**src/rtl/fir_poly_pkg.sv**
```systemverilog
// Shared FSM encoding and width helpers for the polyphase interpolator.
// Rounding is selected by FIR_INTERP_POLY_ROUND_EN (see fir_interp_mac).
package fir_poly_pkg;

    typedef enum logic [1:0] {
        IDLE = 2'd0,
        MAC  = 2'd1,
        OUT  = 2'd2
    } state_t;

    // Index width for a range of n entries, never narrower than one bit.
    function automatic int cw(input int n);
        return (n > 1) ? $clog2(n) : 1;
    endfunction

    localparam int DEF_N_TAPS = 120;
    localparam int DEF_L      = 20;
    localparam int DEF_K      = 6;
    localparam int TAP_ADDR_W = cw(DEF_N_TAPS);
    localparam int PHASE_W    = cw(DEF_L);
    localparam int TAPIDX_W   = cw(DEF_K);

endpackage

```
**src/rtl/fir_interp_mac.sv**
```systemverilog
// Multiply-accumulate and output scale/saturate for one polyphase branch.
// FIR_INTERP_POLY_ROUND_EN selects round-half-up instead of floor.
module fir_interp_mac
    import fir_poly_pkg::*;
#(
    parameter int INPUT_WIDTH  = 12,
    parameter int TAP_WIDTH    = 16,
    parameter int ACC_WIDTH    = 35,
    parameter int OUTPUT_WIDTH = 16,
    parameter int OUT_SHIFT    = 15
) (
    input  logic                           clk,
    input  logic                           rst,
    input  logic                           en,
    input  logic                           first,
    input  logic signed [INPUT_WIDTH-1:0]  x,
    input  logic signed [TAP_WIDTH-1:0]    tap,
    output logic signed [OUTPUT_WIDTH-1:0] y
);

    localparam int PW = INPUT_WIDTH + TAP_WIDTH;
    localparam int EW = ACC_WIDTH + 1;
    localparam logic signed [EW-1:0] MAXV =
        EW'((64'sd1 <<< (OUTPUT_WIDTH - 1)) - 64'sd1);
    localparam logic signed [EW-1:0] MINV =
        EW'(-(64'sd1 <<< (OUTPUT_WIDTH - 1)));

    logic signed [PW-1:0]        prod;
    logic signed [ACC_WIDTH-1:0] prod_ext;
    logic signed [ACC_WIDTH-1:0] acc;
    logic signed [ACC_WIDTH-1:0] sum;
    logic signed [EW-1:0]        biased;
    logic signed [EW-1:0]        shifted;

    assign prod     = x * tap;
    assign prod_ext = {{(ACC_WIDTH - PW){prod[PW-1]}}, prod};
    assign sum      = first ? prod_ext : acc + prod_ext;

    // One guard bit keeps the rounding bias from wrapping the accumulator.
`ifdef FIR_INTERP_POLY_ROUND_EN
    generate
        if (OUT_SHIFT > 0) begin : g_round
            assign biased = $signed({sum[ACC_WIDTH-1], sum})
                          + (EW'(1) <<< (OUT_SHIFT - 1));
        end else begin : g_trunc
            assign biased = $signed({sum[ACC_WIDTH-1], sum});
        end
    endgenerate
`else
    assign biased = $signed({sum[ACC_WIDTH-1], sum});
`endif

    assign shifted = biased >>> OUT_SHIFT;

    always_comb begin
        y = OUTPUT_WIDTH'(shifted);
        if (shifted > MAXV) begin
            y = MAXV[OUTPUT_WIDTH-1:0];
        end else if (shifted < MINV) begin
            y = MINV[OUTPUT_WIDTH-1:0];
        end
    end

    always_ff @(posedge clk or posedge rst) begin
        if (rst) begin
            acc <= '0;
        end else if (en) begin
            acc <= sum;
        end
    end

endmodule

```
**src/rtl/fir_interp_poly.sv**
```systemverilog
// Polyphase FIR interpolator: one input sample yields L outputs, K MACs each.
// Output rounding mode follows FIR_INTERP_POLY_ROUND_EN.
module fir_interp_poly
    import fir_poly_pkg::*;
#(
    parameter int N_TAPS       = 120,
    parameter int L            = 20,
    parameter int K            = 6,
    parameter int INPUT_WIDTH  = 12,
    parameter int TAP_WIDTH    = 16,
    parameter int ACC_WIDTH    = 35,
    parameter int OUTPUT_WIDTH = 16,
    parameter int OUT_SHIFT    = 15
) (
    input  logic                           clk,
    input  logic                           rst,
    input  logic signed [INPUT_WIDTH-1:0]  din,
    input  logic                           din_valid,
    output logic                           din_ready,
    output logic signed [OUTPUT_WIDTH-1:0] dout,
    output logic                           dout_valid,
    input  logic                           dout_ready,
    output logic [cw(N_TAPS)-1:0]          tap_addr,
    input  logic signed [TAP_WIDTH-1:0]    tap
);

    localparam int AW  = cw(N_TAPS);
    localparam int JW  = cw(K);
    localparam int PHW = cw(L);

    state_t                          state;
    logic signed [INPUT_WIDTH-1:0]   x [K];
    logic [PHW-1:0]                  p;
    logic [JW-1:0]                   j;
    logic signed [OUTPUT_WIDTH-1:0]  scaled;
    logic                            last_tap;

    assign last_tap = (j == JW'(K - 1));

    fir_interp_mac #(
        .INPUT_WIDTH (INPUT_WIDTH),
        .TAP_WIDTH   (TAP_WIDTH),
        .ACC_WIDTH   (ACC_WIDTH),
        .OUTPUT_WIDTH(OUTPUT_WIDTH),
        .OUT_SHIFT   (OUT_SHIFT)
    ) u_mac (
        .clk  (clk),
        .rst  (rst),
        .en   (state == MAC),
        .first(j == '0),
        .x    (x[j]),
        .tap  (tap),
        .y    (scaled)
    );

    // tap_addr tracks j*L + p incrementally instead of multiplying.
    always_ff @(posedge clk or posedge rst) begin
        if (rst) begin
            state      <= IDLE;
            for (int i = 0; i < K; i++) x[i] <= '0;
            p          <= '0;
            j          <= '0;
            tap_addr   <= '0;
            dout       <= '0;
            dout_valid <= 1'b0;
            din_ready  <= 1'b0;
        end else begin
            unique case (state)
                IDLE: begin
                    din_ready <= 1'b1;
                    if (din_valid && din_ready) begin
                        x[0] <= din;
                        for (int i = 1; i < K; i++) x[i] <= x[i-1];
                        p         <= '0;
                        j         <= '0;
                        tap_addr  <= '0;
                        din_ready <= 1'b0;
                        state     <= MAC;
                    end
                end
                MAC: begin
                    if (last_tap) begin
                        dout       <= scaled;
                        dout_valid <= 1'b1;
                        state      <= OUT;
                    end else begin
                        j        <= j + JW'(1);
                        tap_addr <= tap_addr + AW'(L);
                    end
                end
                OUT: begin
                    if (dout_ready) begin
                        dout_valid <= 1'b0;
                        if (p == PHW'(L - 1)) begin
                            tap_addr  <= '0;
                            din_ready <= 1'b1;
                            state     <= IDLE;
                        end else begin
                            p        <= p + PHW'(1);
                            j        <= '0;
                            tap_addr <= AW'(p) + AW'(1);
                            state    <= MAC;
                        end
                    end
                end
                default: state <= IDLE;
            endcase
        end
    end

endmodule

```
**config.mk**
```make
export PLATFORM = sky130hd
export DESIGN_NAME = fir_interp_poly
export DESIGN_NICKNAME = d
export VERILOG_FILES = /design/src/rtl/fir_poly_pkg.sv /design/src/rtl/fir_interp_mac.sv /design/src/rtl/fir_interp_poly.sv
export SDC_FILE = /design/constraint.sdc
export NUM_CORES = 1
export LEC_CHECK = 0
export CORE_UTILIZATION = 50
export CTS_CLUSTER_DIAMETER = 40
export DETAILED_ROUTE_END_ITERATION = 8
export PLACE_DENSITY = 0.74
export SETUP_SLACK_MARGIN = 0.2
export SLEW_MARGIN = 10
export SYNTH_ARGS = -nofsm -noshare
export SYNTH_HDL_FRONTEND = slang
export SYNTH_SLANG_ARGS = --single-unit
export TNS_END_PERCENT = 1
```
**constraint.sdc**
```tcl
create_clock -name clk -period 16.98 [get_ports clk]
set_clock_uncertainty 0.2 [all_clocks]
set_input_delay 3.396 -clock clk [delete_from_list [all_inputs] [get_ports clk]]
set_output_delay 3.396 -clock clk [all_outputs]
set_load 0.005 [all_outputs]
```
# Word level (Yosys, flattened, before mapping)
# Index checks and enable logic that the tools add are counted.
totals:
  reg_bits: 142
classes:
  order_cmp: 3
  bitwise: 1
  n_mul: 1
  add_sub_neg: 5
  n_reduce_logical: 14
  eq_ne: 10
  n_mux: 32
op_table:
  columns: ["op", "n"]
  rows:
  - ["12-bit binary-select mux with 3-bit select", 1]
  - ["35-bit by 28-bit adder with 35-bit output", 1]
  - ["35-bit 2-to-1 mux", 1]
  - ["16-bit 2-to-1 mux", 2]
  - ["12-bit by 16-bit multiplier with 28-bit output", 1]
  - ["12-bit 2-to-1 mux", 2]
  - ["7-bit 2-to-1 mux", 3]
  - ["7-bit one-hot mux with 3 select lines", 1]
  - ["20-bit by 16-bit greater-than comparator with 1-bit output, second input constant", 1]
  - ["20-bit by 16-bit less-than comparator with 1-bit output, second input constant", 1]
  - ["5-bit 2-to-1 mux", 3]
  - ["3-bit 2-to-1 mux", 4]
  - ["2-bit inequality test, second input constant", 6]
  - ["5-bit one-hot mux with 2 select lines", 1]
  - ["3-bit one-hot mux with 3 select lines", 1]
  - ["3-bit AND reduction", 3]
  - ["4-bit AND reduction", 2]
  - ["7-bit by 5-bit adder with 7-bit output, second input constant", 1]
  - ["5-bit by 1-bit adder with 6-bit output, second input constant", 1]
  - ["1-bit 2-to-1 mux", 6]
  - ["2-bit 2-to-1 mux", 3]
  - ["6-bit 2-to-1 mux", 1]
  - ["2-bit one-hot mux with 3 select lines", 1]
  - ["5-bit by 1-bit adder with 5-bit output, second input constant", 1]
  - ["other kinds (15)", 18]

# Depth between registers and ports, before layout
depth:
  ltp_word: 10
  ltp_mapped: 38
  ltp_nobuf: 34

# Cells and area by module
# Synthesis repeated with hierarchy kept, for this count alone.
unflattened:
  hier_cells: 1689
  hier_area_um2: 15892.7
by_module_without_submodules:
  columns: ["mod", "cells_per_inst", "seq_area_each_um2", "n_inst", "area_per_inst_um2"]
  rows:
  - ["fir_interp_mac", 1316, 875.8, 1, 10876.7]
  - ["fir_interp_poly", 373, 2677.6, 1, 5016.1]

# Worst setup path before layout
# Ideal clock, no wire load.
synth_path:
  path_kind: "input-to-reg"
  from: "input tap[3]"
  to: "register dout[11]"
  arrival_time_ps: 10546
  cell_stages: 32
  n_path_buf: 3
  setup_ps: 82
  setup_slack_ps: 6152
  path_cell_list: "clkbuf_1 -> and2_1 -> fa_1 -> inv_1 -> fa_1 -> inv_1 -> fa_1 -> fa_1 -> inv_1 -> fa_1 -> inv_1 -> ha_1 -> o21a_1 -> o211ai_1 -> a2111o_1 -> a21boi_0 -> o21a_1 -> nor2_1 -> xnor2_1 -> ha_1 -> buf_2 -> a211oi_2 -> o221ai_1 -> and4_1 -> or4_1 -> nand2_1 -> o31ai_1 -> xnor2_1 -> nand2_1 -> a21bo_4 -> buf_6 -> a22oi_4"
synth_via:
  elab_chain_len: 6
  elab_cells_between_ends: 7
  classes_between: "1 x add/sub; 1 x mul; 2 x order compare; 3 x mux"
synth_rtl:
  columns: ["element", "line", "text"]
  rows:
  - ["start, declared", "fir_interp_poly.sv:24", "input logic signed [TAP_WIDTH-1:0] tap"]
  - ["12-bit by 16-bit multiplier with 28-bit output (*)", "fir_interp_mac.sv:35", "assign prod = x * tap;"]
  - ["35-bit by 28-bit adder with 35-bit output", "fir_interp_mac.sv:37", "assign sum = first ? prod_ext : acc + prod_ext;"]
  - ["35-bit 2-to-1 mux (*)", "fir_interp_mac.sv:37", null]
  - ["20-bit by 16-bit less-than comparator with 1-bit output", "fir_interp_mac.sv:59", "end else if (shifted < MINV) begin"]
  - ["16-bit 2-to-1 mux", "fir_interp_mac.sv:59", null]
  - ["16-bit 2-to-1 mux (*)", "fir_interp_mac.sv:57", "if (shifted > MAXV) begin"]
  - ["end signal, assigned", "fir_interp_poly.sv:83", "dout <= scaled;"]
  - ["end, declared", "fir_interp_poly.sv:20", "output logic signed [OUTPUT_WIDTH-1:0] dout,"]
# Every way passes the cells marked *; elsewhere a longest branch is shown, timed or not.
# A chain may end at the register's enable or synchronous reset.

# Worst setup path in the final report
layout_path:
  from: "input tap[6]"
  to: "register dout[4]"
# The elaborated chain is that of the path after synthesis.

==> impl_results.md <==
- Share of layout cells above drive strength 1: 9.55%
- CORE AREA: 0.0305 mm²
- Die Area: 0.0316 mm²
- Rows: 64
- Number of antenna violations at the first check in global routing: 0
- Setup Fix Bufs, Post-CTS: 0
- Final WS setup: 5.05 ns
- Vias in the first global route: 12248
- Die H: 178 µm
- Cells after Synth: 1670
- Antenna cell count: 0
- Area grow syn2layout: 9.90%
- Min cycle time layout: 11.93 ns
- Syn avg cell area: 9.26 µm²
- Most used DFF post-synth: dfrtp_1
- Worst setup EP type: flip-flop
- Max Cap Viol: 0
- Netlist cell types: 75
- Chip width: 178 µm
- Overall Global Routing Usage: 23.5%
- Hold wc startpoint: x[10]
- Worst r2r src: j[1]
- DRC violations left: 0
- Total gr overflow: 0
- Max Transition Viols Final: 0
- CP Data Required Time: 17.05 ns
- CP arrival: 11.99 ns
- Hold Crit Class: reg2reg
- Critical Path Slowest Stage Cell: clkdlybuf4s50_1
- Hold Path Stages: 1
- Largest net degree at the start of global routing: 79
- Critical path class: in2reg
- Via count: 11789
- Reg clk slew, reported paths: 0.07 ns
- FF-to-FF setup slack: 6.48 ns
- CTS tree: built
- Startpoint types: input port
- CTS Sinks: 142
- Synth Warn #: 0
- Mapped cell area: 0.0155 mm²
- Period utilization: 70.3%
- Async set-reset flop share out of synthesis: 100%
- Pre-antenna DRT Iters: 5
- Most frequent CP cell: fa_1
- GP Congestion: 0.873
- Setup violators final: 0
- First-pass GRT wire length: 59300 µm
- FF+latch count, synth: 142
- Dpl hpwl: 26000 µm
- Final count of hold timing violations: 0
- Starting density of the core: 50.7%
- IO Count: 57
- Slew headroom: 28.5%
- Inserted Clock Buffers: 17
- DRT iter0 DRCs: 723
- Post-DR wirelength/cell: 16.6 µm
- Vias per cell: 5.61
- Crit path largest cell delay: 0.76 ns
- Outcome: finished, final reports clean
- Clk_lat worst skew: 0.44 ns
- Hold path endpoint: x[10]
- Reg2reg path depth: 32
- Final nets: 2007
- Max Clock Freq: 83.8 MHz
- # resized after CTS: 0
- R2R Path End: dout[4]
- DRT antenna net count: 0
- Post-synth EDFFs: 0
- Syn_nets: 1984
- RSZ-0062 raised after global routing: false
- Sequential share of the synthesized area: 23.0%
- H-tree Lvls: 4
- Wirelength, routed: 34800 µm
- Post-route setup TNS: 0 ns
- Crit-path max FO: 15
- Clock Tree Buf Depth: 2
- Pre-CTS WS: 4.80 ns
- # hold bufs at CTS: 0
- Port bufs: 56
- Worst-margin pin slew: 1.07 ns
- Root buf cell: clkbuf_16
## critical path, delay by kind of cell
family                   cells  cell delay [ns]
XOR/XNOR                     1             0.15
AO/OA/AOI/OAI                7             1.96
buffers and inverters        3             0.87
AND/OR/NAND/NOR             11             2.20
adder cells (fa/ha/maj)      7             3.42
## cell families (layout without fill, tap and decap cells)
| family | count (synthesis) | count (layout) | synth area share [%] |
|---|---|---|---|
| buffers and inverters | 322 | 358 | 7.96 |
| XOR/XNOR | 59 | 59 | 3.46 |
| flip-flops | 142 | 142 | 23.0 |
| adder cells (fa/ha/maj) | 282 | 282 | 31.5 |
| AND/OR/NAND/NOR | 474 | 474 | 14.1 |
| AO/OA/AOI/OAI | 288 | 288 | 11.8 |
| multiplexers | 103 | 103 | 8.25 |
## flip-flops by register name, summed over array words and instances, names as in the netlist
register	count
x	72
u_mac.acc	35
dout	16
tap_addr	7
p	5
j	3
state	2
din_ready	1
dout_valid	1
## placed cells by master, fill, tap and decap left out, types with 5 or more instances in the layout
cell	instances
a21oi_1	90
clkbuf_16	17
buf_4	17
a211oi_1	10
xnor2_1	36
o21ai_1	10
nand4_1	5
o211ai_1	10
fa_1	179
o22ai_1	13
ha_1	102
xor2_1	22
nor2b_1	32
a31oi_1	19
nor2_1	106
a21o_1	14
and2_1	36
nor3_1	14
nand2b_1	11
mux2i_1	15
inv_1	252
o21a_1	8
mux2_2	76
a22oi_1	6
dfrtp_1	142
nand3_1	26
clkdlybuf4s50_1	56
o21ai_0	62
and3_1	5
nand2_1	206
mux4_2	12
or2_2	8
o21bai_1	7
## how the worst max path moves through the flow
| stage | start | to | slack [ns] |
|---|---|---|---|
| 4_1_cts | tap[10] | dout[4] | 5.18 |
| 3_3_place_gp | tap[0] | dout[0] | 5.00 |
| 2_1_floorplan | tap[3] | dout[11] | 6.15 |
| 5_1_grt | tap[0] | dout[4] | 4.38 |
| 3_5_place_dp | tap[10] | dout[4] | 4.80 |
| 6_report | tap[6] | dout[4] | 5.05 |
## cells in the mapped netlist, drive strengths merged, types with 5 or more instances
library cell  count  area, µm²
inv             253        950
nand2           206        773
fa              179       3580
dfrtp           142       3550
nor2            106        398
ha              103       1290
a21oi            93        480
mux2             76        856
o21ai            72        360
clkbuf           57        215
and2             37        233
xnor2            37        343
nor2b            33        206
nand3            27        135
xor2             22        193
a31oi            19        119
mux2i            15        150
a21o             14        105
nor3             14       70.1
o22ai            14        101
a211oi           12        100
buf              12       66.3
mux4             12        270
nand2b           11       68.8
o211ai           10       75.1
o21a              8       60.1
or2               8       50.1
a22oi             7       66.3
o21bai            7       52.6
and3              5       31.3
nand4             5       31.3
## metal layers
layer / global-route usage [%] / share of wire, % / up-vias
met5: 0 / 0 / -
met4: 7.09 / 2.1 / 0
met3: 2.93 / 4.5 / 57
met2: 40.2 / 50 / 321
met1: 31.0 / 43 / 5895
li1: - / - / 5516
## final cells by class
class | instances | area (µm²)
Sequential cell | 142 | 3550
Timing Repair Buffer | 73 | 688
Multi-Input combinational cell | 1206 | 10700
Clock buffer | 17 | 425
Tap cell | 396 | 495
Inverter | 253 | 955
Clock inverter | 15 | 178
Fill cell | 2651 | 13500
## stage by stage
step	instance area, µm²	instances	utilization [%]	hold WS [ns]
after CTS	17000	2102	55.7	0.313
final	17000	2102	55.7	0.312
after global routing	17000	2102	55.7	0.331
after global placement	16400	2070	53.7	0.287
after detailed placement	16400	2070	53.7	0.297
after floorplan	15500	1670	-	0.270
Power is left out: the tool's default activity adds up to more than one toggle a clock period on the data nets, which glitch-free logic cannot reach.
